==> src/rtl/tx_medida_serial.sv <==
`timescale 1ns/1ps
`default_nettype none
// ============================================================================
// Module   : tx_medida_serial
// Purpose  : Sends each latched 3-digit BCD measurement as ASCII over 8N1 UART,
//            terminated by '#'; define TX_CRLF_EN to append CR LF.
// Revision : 1.0 - initial release
// ============================================================================
module tx_medida_serial #(
    parameter int BAUD_DIV = 434,
    parameter int DIV_W    = 9
) (
    input  logic        clock,
    input  logic        reset,
    input  logic [11:0] medida,
    input  logic        pronto,
    output logic        saida_serial,
    output logic        ocupado,
    output logic        fim,
    output logic [3:0]  db_estado
);

`ifdef TX_CRLF_EN
    localparam logic [2:0] c_last_char = 3'd5;
`else
    localparam logic [2:0] c_last_char = 3'd3;
`endif
    localparam logic [DIV_W-1:0] c_div_last = DIV_W'(BAUD_DIV - 1);
    localparam logic [DIV_W-1:0] c_div_pre  = DIV_W'(BAUD_DIV - 2);

    typedef enum logic [3:0] {
        INICIAL   = 4'd0,
        ESPERA    = 4'd1,
        TRANSMITE = 4'd2,
        PROXIMO   = 4'd3,
        FINAL     = 4'd4
    } state_t;

    state_t           r_estado;
    logic [11:0]      r_dado;
    logic [2:0]       r_char_idx;
    logic [3:0]       r_bit_cnt;
    logic [DIV_W-1:0] r_baud_cnt;
    logic             r_tx;
    logic             r_ocupado;
    logic             r_fim;
    logic [7:0]       w_char;
    logic             w_bit;

    function automatic logic [7:0] ascii_digit(input logic [3:0] d);
        return (d > 4'd9) ? 8'h3F : {4'h3, d};
    endfunction

    always_comb begin
        w_char = 8'h23;
        case (r_char_idx)
            3'd0:    w_char = ascii_digit(r_dado[11:8]);
            3'd1:    w_char = ascii_digit(r_dado[7:4]);
            3'd2:    w_char = ascii_digit(r_dado[3:0]);
`ifdef TX_CRLF_EN
            3'd4:    w_char = 8'h0D;
            3'd5:    w_char = 8'h0A;
`endif
            default: w_char = 8'h23;
        endcase
    end

    // Bit 0 is the start bit, 1..8 carry data LSB first, 9 is the stop bit.
    always_comb begin
        w_bit = 1'b1;
        if (r_bit_cnt == 4'd0)
            w_bit = 1'b0;
        else if (r_bit_cnt <= 4'd8)
            w_bit = w_char[3'(r_bit_cnt - 4'd1)];
    end

    always_ff @(posedge clock or posedge reset) begin
        if (reset) begin
            r_estado   <= INICIAL;
            r_dado     <= 12'd0;
            r_char_idx <= 3'd0;
            r_bit_cnt  <= 4'd0;
            r_baud_cnt <= '0;
            r_tx       <= 1'b1;
            r_ocupado  <= 1'b0;
            r_fim      <= 1'b0;
        end else begin
            r_fim <= 1'b0;
            case (r_estado)
                INICIAL: begin
                    r_estado <= ESPERA;
                end
                ESPERA: begin
                    r_tx      <= 1'b1;
                    r_ocupado <= 1'b0;
                    if (pronto) begin
                        r_dado     <= medida;
                        r_char_idx <= 3'd0;
                        r_bit_cnt  <= 4'd0;
                        r_baud_cnt <= '0;
                        r_estado   <= TRANSMITE;
                    end
                end
                TRANSMITE: begin
                    r_tx      <= w_bit;
                    r_ocupado <= 1'b1;
                    if (r_baud_cnt == c_div_last) begin
                        r_baud_cnt <= '0;
                        r_bit_cnt  <= r_bit_cnt + 4'd1;
                    end else begin
                        r_baud_cnt <= r_baud_cnt + 1'b1;
                    end
                    // Leave one clock early so PROXIMO fills the stop bit's last cycle.
                    if (r_bit_cnt == 4'd9 && r_baud_cnt == c_div_pre)
                        r_estado <= PROXIMO;
                end
                PROXIMO: begin
                    r_tx       <= 1'b1;
                    r_ocupado  <= 1'b1;
                    r_baud_cnt <= '0;
                    r_bit_cnt  <= 4'd0;
                    if (r_char_idx == c_last_char) begin
                        r_estado <= FINAL;
                    end else begin
                        r_char_idx <= r_char_idx + 3'd1;
                        r_estado   <= TRANSMITE;
                    end
                end
                FINAL: begin
                    r_tx      <= 1'b1;
                    r_ocupado <= 1'b0;
                    r_fim     <= 1'b1;
                    r_estado  <= ESPERA;
                end
                default: r_estado <= INICIAL;
            endcase
        end
    end

    assign saida_serial = r_tx;
    assign ocupado      = r_ocupado;
    assign fim          = r_fim;
    assign db_estado    = r_estado;

endmodule
`default_nettype wire

==> config.mk <==
export PLATFORM = sky130hd
export DESIGN_NAME = tx_medida_serial
export DESIGN_NICKNAME = d
export VERILOG_FILES = /design/src/rtl/tx_medida_serial.sv
export SDC_FILE = /design/constraint.sdc
export NUM_CORES = 1
export LEC_CHECK = 0
export CORE_UTILIZATION = 50
export CTS_BUF_LIST = sky130_fd_sc_hd__clkbuf_2 sky130_fd_sc_hd__clkbuf_4 sky130_fd_sc_hd__clkbuf_8
export DETAILED_ROUTE_END_ITERATION = 10
export PLACE_DENSITY_LB_ADDON = 0.3
export SKIP_CTS_REPAIR_TIMING = 1
export SYNTH_ARGS = -nofsm -noshare
export SYNTH_HDL_FRONTEND = slang
export SYNTH_SLANG_ARGS = --single-unit
==> constraint.sdc <==
create_clock -name clock -period 4.6 [get_ports clock]
set_clock_uncertainty 0.2 [all_clocks]
set_input_delay 1.38 -clock clock [delete_from_list [all_inputs] [get_ports clock]]
set_output_delay 1.38 -clock clock [all_outputs]
set_load 0.03 [all_outputs]
## Yosys cells after proc, flatten, opt, wreduce, memory -nomap -nowiden

Index checks and enable logic that the tools add are counted.

- Register bits: 35
- Bits in latches: 0
- Memory bits (writable): 0
- Bits in read-only memories: 0
- Bits of input ports: 15
- Output and inout port bits: 7
- Logic and storage cells: 72
- Memories kept: 0

- $add $sub $neg: 4
- Multiply operators: 0
- Divide/modulo/power cells: 0
- Magnitude comparators: 5
- Equality and inequality tests: 14
- Shifts and indexed selects: 0
- Multiplexer cells: 24
- Bitwise logic cells: 0
- Reductions and logical operators: 17

Operators by type and width:

| kind | count |
|---|---|
| $mux 4 | 7 |
| $pmux 9 s3 | 1 |
| $eq 9x9->1 const B | 2 |
| $mux 9 | 2 |
| $pmux 4 s4 | 1 |
| $pmux 5 s3 | 1 |
| $gt 4x4->1 const B | 3 |
| $pmux 4 s3 | 1 |
| $add 9x1->9 const B | 1 |
| $mux 3 | 3 |
| $eq 4x2->1 const B | 2 |
| $logic_not 4->1 | 2 |
| $ne 2x2->1 const B | 4 |
| $eq 3x2->1 const B | 2 |
| $pmux 3 s2 | 1 |
| $reduce_and 2->1 | 3 |
| $reduce_and 3->1 | 2 |
| $reduce_bool 2->1 | 3 |
| $reduce_or 2->1 | 3 |
| $add 4x1->4 const B | 1 |
| $eq 4x1->1 const B | 1 |
| $eq 4x3->1 const B | 1 |
| $eq 4x4->1 const B | 1 |
| $le 4x4->1 const B | 1 |
| other kinds (11) | 15 |

## Logic depth before layout (Yosys ltp)

Gate-level depths: netlist of the first run.

- Depth after elaboration: 8
- Mapped depth: 9
- Depth with buffers taken out: 8

## Worst setup path after synthesis of the first run

OpenSTA, ideal clock, no wires.

- Path type: input -> register
- Start: input port pronto
- End: register r_dado[0]
- Library setup time: 0.125 ns
- Arrival time: 2.180 ns
- Data required time: 4.275 ns
- Setup slack: 2.096 ns
- Stages on the path: 3
- Path buffers: 1
- Path through: nor3b_4 buf_4 mux2_2

- Word-level cells in the longest chain between the ends: 1

Ends and longest elaborated chain:

| what | line | source |
|---|---|---|
| from (decl) | 16 | `input logic pronto,` |
| $reduce_and 2->1 (no source line) | - |  |
| to (signal assigned) | 97 | `r_dado <= medida;` |
| to (decl) | 40 | `logic [11:0] r_dado;` |

Every way passes these cells.
A chain may end at the register's enable or synchronous reset.

## Worst setup path after layout of the first run

- Start: register r_estado[1] (netlist: db_estado[1])
- End: output port db_estado[1]

RTL lines:

| what | line | source |
|---|---|---|
| from (decl) | 39 | `state_t r_estado;` |
| from (signal assigned) | 79 | `r_estado <= INICIAL;` |
| from (signal assigned) | 91 | `r_estado <= ESPERA;` |
| from (signal assigned) | 101 | `r_estado <= TRANSMITE;` |
| to (decl) | 20 | `output logic [3:0] db_estado` |

No word-level cell between the ends.

==> results.json, run 1 <==
{
  "cp_top_family": "buffers and inverters",
  "synth_edf_count": 0,
  "cp_slowest_cell": "clkdlybuf4s50_1",
  "p_leak_uw": 0.0009694,
  "detail_route.vias_per_cell": 5.598,
  "yosysUniqueCellTypes": 44,
  "wl_met3_um": 183,
  "power_switching_share_pct": 40.65,
  "r2r_cells": 8,
  "path_depth": 1,
  "post-route-period-util_pct": 70.04,
  "rows": 22,
  "tritoncts.num_buffers": 5,
  "max_slew_margin_pct": 57.00,
  "fill_cells": 300,
  "hold_depth": 1,
  "dp_hpwl_um": 2707,
  "synth_fa_ha_area_share_pct": 8.509,
  "start_util_pct": 51.81,
  "wl_per_cell_um": 13.82,
  "post-synth-top-count-cell": "dfrtp_1",
  "net-switching-power_uw": 543.0,
  "r2r-end": "saida_serial$_DFFE_PP1P_",
  "synth_top_area_cell": "dfrtp_1",
  "powerDensity_mw_per_mm2": 602.9,
  "setup_viol_count_final": 0,
  "netlist_area_mm2": 0.001897,
  "r2r_slack_ps": 2400,
  "synth.yosys.seq_area_share_pct": 44.92,
  "io_buffer_count": 20,
  "yosys_warnings": 0,
  "post-place-ws_ps": 1332,
  "synth_top_family_by_area": "simple AND/OR/NAND/NOR gates",
  "place.gp.congestion": 0.8275,
  "io_pins": 22,
  "maxUsedRoutingLayer": "met4",
  "crit_path_max_fanout": 14,
  "wl_met2_um": 1714,
  "fin_nets": 239,
  "synthXorXnorAreaFrac_pct": 3.694,
  "fmax_ghz": 0.3104,
  "status": "finished clean",
  "rsz0062_at_grt": "false",
  "maxCapViolations": 0,
  "clockPowerShare_pct": 17.2,
  "cp.arrival_ps": 1640,
  "r2r-start": "r_bit_cnt[0]$_DFFE_PP0P_",
  "finalHoldViolations": 0,
  "ys_ff_latch": 34,
  "syn_area_per_cell_um2": 9.983,
  "coreArea_mm2": 0.003661,
  "setup-tns-final_ps": 0,
  "cts_tree": "done",
  "met1_length_um": 1662,
  "worstHoldStart": "r_dado[0]$_DFFE_PP0P_",
  "clk_pin_slew_ps": 70,
  "seqPwrFrac_pct": 40.3,
  "slew_violations": 0,
  "worstMarginPinSlew_ps": 644.3,
  "grt_start_max_net_pins": 35,
  "antenna_found_initial": 0,
  "cts_num_sinks": 34,
  "vias": 1461,
  "end_kind": "primary output",
  "drc": 0,
  "cts-root-buf": "clkbuf_8",
  "hold_path_end": "r_dado[0]$_DFFE_PP0P_",
  "diodes": 0,
  "finalCriticalPeriod_ps": 3222,
  "p_int_uw": 792.9,
  "insertion_delay_ps": 280,
  "yosysTopAreaCellShare_pct": 43.54,
  "die_y_um": 63.59,
  "synth_mux_area_share_pct": 5.937,
  "path_buf_inv": 1,
  "setup_slack_ps": 1378,
  "grt_usage_pct": 20.36,
  "crit_chain": "clkdlybuf4s50_1",
  "hold_class": "reg -> reg",
  "area_growth_pct": 16.82,
  "yosys.area_share.simple_pct": 17.48,
  "die_area_mm2": 0.004044,
  "required_ps": 3020,
  "start_kind": "flip-flop",
  "grt-ovfl-total": 0,
  "grt_pass1_vias": 1385,
  "synthTopCellsByArea": "dfrtp_1 44%, ha_1 7.9%, mux2_2 5.9%",
  "async_reset_ff_share_pct": 100.0,
  "drive_above_1_share_pct": 14.55,
  "ir_drop_v": 0.0003090,
  "routed_wl_um": 3608,
  "synthTopCellsByCount": "33 x dfrtp_1, 16 x nor2_1, 15 x o21ai_0",
  "critical-path-max-stage-delay_ps": 750,
  "drt_iter0_drc": 103,
  "cts_buffer_depth": 2,
  "ys.flop_type": "dfrtp_1",
  "h-tree-depth": 2,
  "die_x_um": 63.59,
  "timing_worst_setup_path_type": "reg -> out",
  "synth_compound_area_share_pct": 14.38,
  "postRouteAntennaNets": 0,
  "combPwrFrac_pct": 42.6,
  "syn_nets": 217,
  "dr.pass1.iters": 4,
  "postSynthCellCount": 190,
  "grt_pass1_wl_um": 6285
}
layout by cell type (no fill, tap or decap), drive strengths merged, types with 3 or more instances in the layout:
cell and instances:
dfrtp 33, clkdlybuf4s50 20, nor2 17, o21ai 16
nand2 15, a21oi 13, inv 13, ha 12
mux2 10, xor2 7, clkbuf 7, nand2b 5
nand3 5, nor3 5, nor3b 4, nand4 3
o22ai 3, o211ai 3, o31ai 3
worst max path at each step:
stage / from / end / slack, ps
floorplan: pronto / r_dado[0]$_DFFE_PP0P_ / 2100
global placement: pronto / r_dado[2]$_DFFE_PP0P_ / 1390
detailed placement: pronto / r_dado[7]$_DFFE_PP0P_ / 1330
CTS: db_estado[1]$_DFFE_PP0P_ / db_estado[1] / 1370
global route: db_estado[1]$_DFFE_PP0P_ / db_estado[1] / 1300
finish: db_estado[1]$_DFFE_PP0P_ / db_estado[1] / 1380
sequential cells by signal (all words and copies together), names as in the netlist:
signal        flops
r_baud_cnt        9
r_dado           12
r_char_idx        3
fim               1
db_estado         3
ocupado           1
saida_serial      1
r_bit_cnt         4
logic make-up (layout without fill, tap and decap cells):
logic type | after synthesis | in the layout
muxes | 10 | 10
xor gates and xnor gates | 8 | 8
buffers and inverters | 19 | 42
and+or+nand+nor | 61 | 61
DFF | 34 | 34
other | 1 | 1
AOI/OAI and AO/OA | 44 | 44
adders and majority gates | 13 | 13
layout make-up:
type	instances	area [um2]	area share, %
Multi-Input combinational cell	137	952.2	42.97
Inverter	13	48.80	2.202
Sequential cell	34	852.1	38.45
Timing Repair Buffer	21	207.7	9.373
Clock buffer	7	90.09	4.065
Clock inverter	1	5.005	0.2259
Tap cell	48	60.06	2.710
per-layer routing:
metal  up-vias  track usage, %
met1       702           27.49
met5         -               0
li1        711               -
met4         0           9.091
met2        42           31.38
met3         6           4.167
power by group through the flow:
stage | sequential [uW] | combinational (uW) | clock, uW
after floorplan | 527 | 442 | 0
after global placement | 530 | 540 | 0
after detailed placement | 541 | 570 | 0
after CTS | 535 | 572 | 235
after global routing | 557 | 642 | 247
final | 538 | 569 | 229
per-stage QoR:
step | hold slack, ps | power, uW | area (um2) | utilization [%] | cells
after floorplan | 304.6 | 969.9 | 1897 | - | 190
after global placement | 325.9 | 1070 | 2121 | 57.93 | 253
after detailed placement | 343.2 | 1111 | 2121 | 57.93 | 253
after CTS | 359.0 | 1342 | 2216 | 60.53 | 261
after global routing | 378.1 | 1445 | 2216 | 60.53 | 261
final | 354.0 | 1336 | 2216 | 60.53 | 261
No activity file was read; power rests on OpenSTA's default activity.
==> run 2: changes to the inputs <==
==> constraint.sdc (replaced) <==
create_clock -name clock -period 2.6 [get_ports clock]
set_clock_uncertainty 0.2 [all_clocks]
set_input_delay 0.78 -clock clock [delete_from_list [all_inputs] [get_ports clock]]
set_output_delay 0.78 -clock clock [all_outputs]
set_load 0.03 [all_outputs]
==> run 2 against run 1 <==
Global-route usage grew 0.96 points. Via count shrank 0.75%. Sequential cell count is the same. Sequential share of layout area shrank 0.72 points. Critical path depth is the same. Non-clock buffer count grew 4. Final cell count grew 1.5%. Register-to-register slack lost 2000 ps. Sequential power grew 72%. Critical path type unchanged. Critical endpoint is now db_estado[0].
==> results.json, run 2 (synthesis gave the netlist of run 1 again) <==
{
  "status": "finished clean",
  "seq_area_um2": 852.1,
  "rows": 22,
  "io_buffer_count": 20,
  "setup-tns-final_ps": 0,
  "cp.arrival_ps": 1530,
  "hold_class": "reg -> reg",
  "start_kind": "flip-flop",
  "io_pins": 22,
  "cp_slowest_cell": "clkdlybuf4s50_1",
  "combPwrFrac_pct": 44.4,
  "place.gp.congestion": 0.8199,
  "tritoncts.num_buffers": 5,
  "critical-path-max-stage-delay_ps": 730,
  "multi_input_comb_area_um2": 952.2,
  "ir_drop_v": 0.0006376,
  "fill_cells": 312,
  "vias": 1450,
  "fmax_ghz": 0.3987,
  "coreArea_mm2": 0.003661,
  "end_kind": "primary output",
  "timing_worst_setup_path_type": "reg -> out",
  "seqPwrFrac_pct": 38.5,
  "grt_pass1_vias": 1485,
  "clockPowerShare_pct": 17.0,
  "critPathLaunch": "db_estado[0]$_DFFE_PP0P_",
  "largest_register": "r_dado",
  "fin_hold_ws_ps": 356.6,
  "crit_chain": "clkdlybuf4s50_1",
  "r2r_cells": 8,
  "die_y_um": 63.59,
  "slew_violations": 0,
  "net-switching-power_uw": 978.1,
  "layout_commonest_cell": "dfrtp_1",
  "cts_buffer_depth": 2,
  "power_switching_share_pct": 40.63,
  "grt_usage_pct": 21.33,
  "routed_wl_um": 3648,
  "postRouteAntennaNets": 0,
  "diodes": 0,
  "cp_top_family": "buffers and inverters",
  "final_cell_mix": "33 x dfrtp_1, 20 x clkdlybuf4s50_1, 16 x nor2_1",
  "r2r-start": "r_char_idx[0]$_DFFE_PP0P_",
  "h-tree-depth": 2,
  "path_buf_inv": 1,
  "antenna_found_initial": 0,
  "placed_area_mm2": 0.002163,
  "clk_pin_slew_ps": 70,
  "required_ps": 1620,
  "finalCriticalPeriod_ps": 2508,
  "maxCapViolations": 0,
  "path_depth": 1,
  "p_int_uw": 1429,
  "setup_viol_count_final": 0,
  "hold_depth": 1,
  "powerDensity_mw_per_mm2": 1066,
  "post-route-period-util_pct": 96.46,
  "wl_met3_um": 185,
  "top_regs": "r_dado (12), r_baud_cnt (9), r_bit_cnt (4)",
  "fin_area_mm2": 0.002258,
  "power_uw": 2407,
  "die_x_um": 63.59,
  "wl_per_cell_um": 13.77,
  "p_leak_uw": 0.0009919,
  "rsz0062_at_grt": "false",
  "drt_iter0_drc": 137,
  "grt-ovfl-total": 0,
  "dr.pass1.iters": 5,
  "grt_pass1_wl_um": 6568,
  "crit_path_max_fanout": 9,
  "grt_start_max_net_pins": 35,
  "cts_tree": "done",
  "detail_route.vias_per_cell": 5.472,
  "largest_register_ffs": 12,
  "maxUsedRoutingLayer": "met4",
  "start_util_pct": 51.81,
  "wl_met2_um": 1756,
  "met1_length_um": 1631,
  "insertion_delay_ps": 280,
  "area_growth_pct": 19.06,
  "fin_nets": 243,
  "cts-root-buf": "clkbuf_8",
  "dp_hpwl_um": 2693,
  "finalHoldViolations": 0,
  "die_area_mm2": 0.004044,
  "drive_above_1_share_pct": 16.13,
  "drc": 0,
  "cts_num_sinks": 34,
  "worstHoldStart": "r_dado[0]$_DFFE_PP0P_"
}
[run 2: cell count changes in the layout (fill, tap and decap cells not counted)]
cell,change
buf_12,+1
buf_4,+3
[run 2: routing by layer]
| metal | track usage, % | vias up |
|---|---|---|
| met1 | 27.98 | 695 |
| met2 | 32.31 | 43 |
| met5 | 0 | - |
| met3 | 6.159 | 7 |
| li1 | - | 705 |
| met4 | 9.659 | 0 |
[run 2: path summary, 6_finish.rpt]
kind / slack (ps) / to
min reg2reg: 360 / r_dado[0]$_DFFE_PP0P_
max reg2reg: 430 / saida_serial$_DFFE_PP1P_
min: 360 / r_dado[0]$_DFFE_PP0P_
max: 90 / db_estado[0]
max in group asynchronous: 1190 / saida_serial$_DFFE_PP1P_
min in group asynchronous: 690 / r_dado[3]$_DFFE_PP0P_
[run 2: per-stage QoR]
stage / setup WS [ps] / util (%) / cells
floorplan: 465.4 / - / 190
finish: 92.04 / 61.69 / 265
detailed placement: 100.3 / 59.09 / 257
CTS: 86.21 / 61.69 / 265
global route: 22.26 / 61.69 / 265
global placement: 136.6 / 59.09 / 257
[run 2: area by class of cell]
type                            instances  share of cell area [%]
Clock buffer                            7                   3.989
Clock inverter                          1                  0.2216
Inverter                               13                   2.161
Multi-Input combinational cell        137                   42.16
Sequential cell                        34                   37.73
Tap cell                               48                   2.659
Timing Repair Buffer                   25                   11.08
[run 2: power groups by stage]
stage | Combinational [uW] | Clock [uW] | Sequential, uW
3_5_place_dp | 1060 | 0 | 935
6_report | 1070 | 410 | 927
4_1_cts | 1070 | 422 | 925
5_1_grt | 1200 | 449 | 964
3_3_place_gp | 1020 | 0 | 918
2_1_floorplan | 783 | 0 | 933
==> run 3: changes to the inputs <==
--- a/config.mk
+++ b/config.mk
@@ -9,6 +9,8 @@
 export CTS_BUF_LIST = sky130_fd_sc_hd__clkbuf_2 sky130_fd_sc_hd__clkbuf_4 sky130_fd_sc_hd__clkbuf_8
 export DETAILED_ROUTE_END_ITERATION = 10
 export PLACE_DENSITY_LB_ADDON = 0.3
+export RECOVER_POWER = 50
+export SETUP_SLACK_MARGIN = 0.4
 export SKIP_CTS_REPAIR_TIMING = 1
 export SYNTH_ARGS = -nofsm -noshare
 export SYNTH_HDL_FRONTEND = slang
==> constraint.sdc (replaced) <==
create_clock -name clock -period 2.6 [get_ports clock]
set_clock_uncertainty 0.2 [all_clocks]
set_input_delay 0.52 -clock clock [delete_from_list [all_inputs] [get_ports clock]]
set_output_delay 0.52 -clock clock [all_outputs]
set_load 0.03 [all_outputs]
==> run 3 against run 2 <==
Critical path type unchanged. Sequential power rose by 4.1%. Final cell count rose by 0.75%. Via count rose by 1.2%. Hold slack improved by 4.0 ps. Clock power rose by 10%. Wire length rose by 5.5%. Non-clock buffer count rose by 2. Core utilization rose by 1.4 points. Die area did not move.
==> results.json, run 3 (synthesis gave the netlist of run 1 again) <==
{
  "insertion_delay_ps": 290,
  "dp.cells": 254,
  "top_regs": "r_dado (12), r_baud_cnt (9), r_bit_cnt (4)",
  "antenna_found_initial": 0,
  "h-tree-depth": 2,
  "cts_num_sinks": 34,
  "fin_nets": 245,
  "place.gp.congestion": 0.7931,
  "required_ps": 1880,
  "powerDensity_mw_per_mm2": 1095,
  "critical-path-max-stage-delay_ps": 710,
  "timing_worst_setup_path_type": "reg -> out",
  "grt_pass1_wl_um": 6837,
  "hold_class": "reg -> reg",
  "layout_commonest_cell": "dfrtp_1",
  "grt_usage_pct": 21.81,
  "cts_tree": "done",
  "grt-ovfl-total": 0,
  "drt_iter0_drc": 148,
  "area_growth_pct": 21.70,
  "rows": 22,
  "cts-root-buf": "clkbuf_8",
  "fin_area_mm2": 0.002308,
  "tritoncts.num_buffers": 5,
  "cp_top_family": "buffers and inverters",
  "start_kind": "flip-flop",
  "dr.pass1.iters": 4,
  "post-place-ws_ps": 260.1,
  "setup_viol_count_final": 0,
  "routed_wl_um": 3849,
  "diodes": 0,
  "ir_drop_v": 0.0005105,
  "io_pins": 22,
  "fmax_ghz": 0.4471,
  "fin_hold_ws_ps": 360.6,
  "slew_violations": 0,
  "placed_area_mm2": 0.002128,
  "maxCapViolations": 0,
  "post-route-period-util_pct": 86.02,
  "rsz0062_at_grt": "true",
  "postRouteAntennaNets": 0,
  "finalHoldViolations": 0,
  "largest_register_ffs": 12,
  "final_cell_mix": "31 x dfrtp_1, 16 x clkdlybuf4s50_1, 15 x nor2_1",
  "crit_chain": "clkdlybuf4s50_1",
  "die_y_um": 63.59,
  "hold_depth": 1,
  "dp_hpwl_um": 2709,
  "layout.cells.non_filler": 267,
  "finalCriticalPeriod_ps": 2237,
  "end_kind": "primary output",
  "crit_path_max_fanout": 14,
  "vias": 1467,
  "p_leak_uw": 0.001051,
  "cts_buffer_depth": 2,
  "r2r_cells": 8,
  "worstMarginPinSlew_ps": 800.4,
  "coreArea_mm2": 0.003661,
  "path_buf_inv": 1,
  "fill_cells": 285,
  "grt_start_max_net_pins": 35,
  "grt_pass1_vias": 1464,
  "cp.arrival_ps": 1520,
  "setup-tns-final_ps": 0,
  "clk_pin_slew_ps": 70,
  "wl_per_cell_um": 14.42,
  "cp_slowest_cell": "clkdlybuf4s50_1",
  "largest_register": "r_dado",
  "detail_route.vias_per_cell": 5.494,
  "die_x_um": 63.59,
  "start_util_pct": 51.81,
  "drc": 0,
  "status": "finished clean",
  "io_buffer_count": 20,
  "die_area_mm2": 0.004044,
  "setup_slack_ps": 363.4,
  "max_slew_margin_pct": 46.64,
  "path_depth": 1,
  "drive_above_1_share_pct": 20.55
}
## run 3: cell types whose count changed in the layout (fill, tap and decap cells not counted), sizes merged
cell,delta
clkdlybuf4s50,-4
dlymetal6s2s,+3
clkbuf,+2
buf,+1
clkinv,-1
dlygate4sd3,+1
## run 3: routing by layer
metal / up-vias / part of all wire, % / routed length (um) / GRT usage (%)
met5: - / 0 / 0 / 0
met2: 32 / 47 / 1828 / 33.91
li1: 714 / - / - / -
met4: 0 / 1.6 / 61 / 7.670
met1: 714 / 47 / 1823 / 29.14
met3: 7 / 3.5 / 136 / 5.797
## run 3: final cells by class
type / instances / area [um2] / share of cell area [%]
clock buffer: 8 / 110.1 / 4.770
multi-input combinational: 137 / 977.2 / 42.33
sequential: 34 / 854.6 / 37.02
inverter: 13 / 48.80 / 2.114
timing repair buffer: 27 / 257.7 / 11.17
tap: 48 / 60.06 / 2.602
## run 3: worst paths after layout
kind | startpoint | to | slack (ps)
min in group asynchronous | reset | db_estado[0]$_DFFE_PP0P_ | 700
setup / recovery | db_estado[1]$_DFFE_PP0P_ | db_estado[1] | 360
setup reg to reg | r_char_idx[1]$_DFFE_PP0P_ | saida_serial$_DFFE_PP1P_ | 450
hold reg to reg | r_dado[0]$_DFFE_PP0P_ | r_dado[0]$_DFFE_PP0P_ | 360
hold / removal | r_dado[0]$_DFFE_PP0P_ | r_dado[0]$_DFFE_PP0P_ | 360
max in group asynchronous | reset | r_bit_cnt[0]$_DFFE_PP0P_ | 940
## run 3: power breakdown
| part | switching (uW) | total [uW] | internal [uW] |
|---|---|---|---|
| Clock | 185 | 452 | 267 |
| Combinational | 592 | 1110 | 518 |
| Sequential | 242 | 965 | 722 |
## run 3: through the flow
step / power (uW) / util [%]
after global placement: 1899 / 58.13
after detailed placement: 1959 / 58.13
after global routing: 2722 / 63.06
after CTS: 2427 / 61.14
final: 2527 / 63.06
after floorplan: 1716 / -
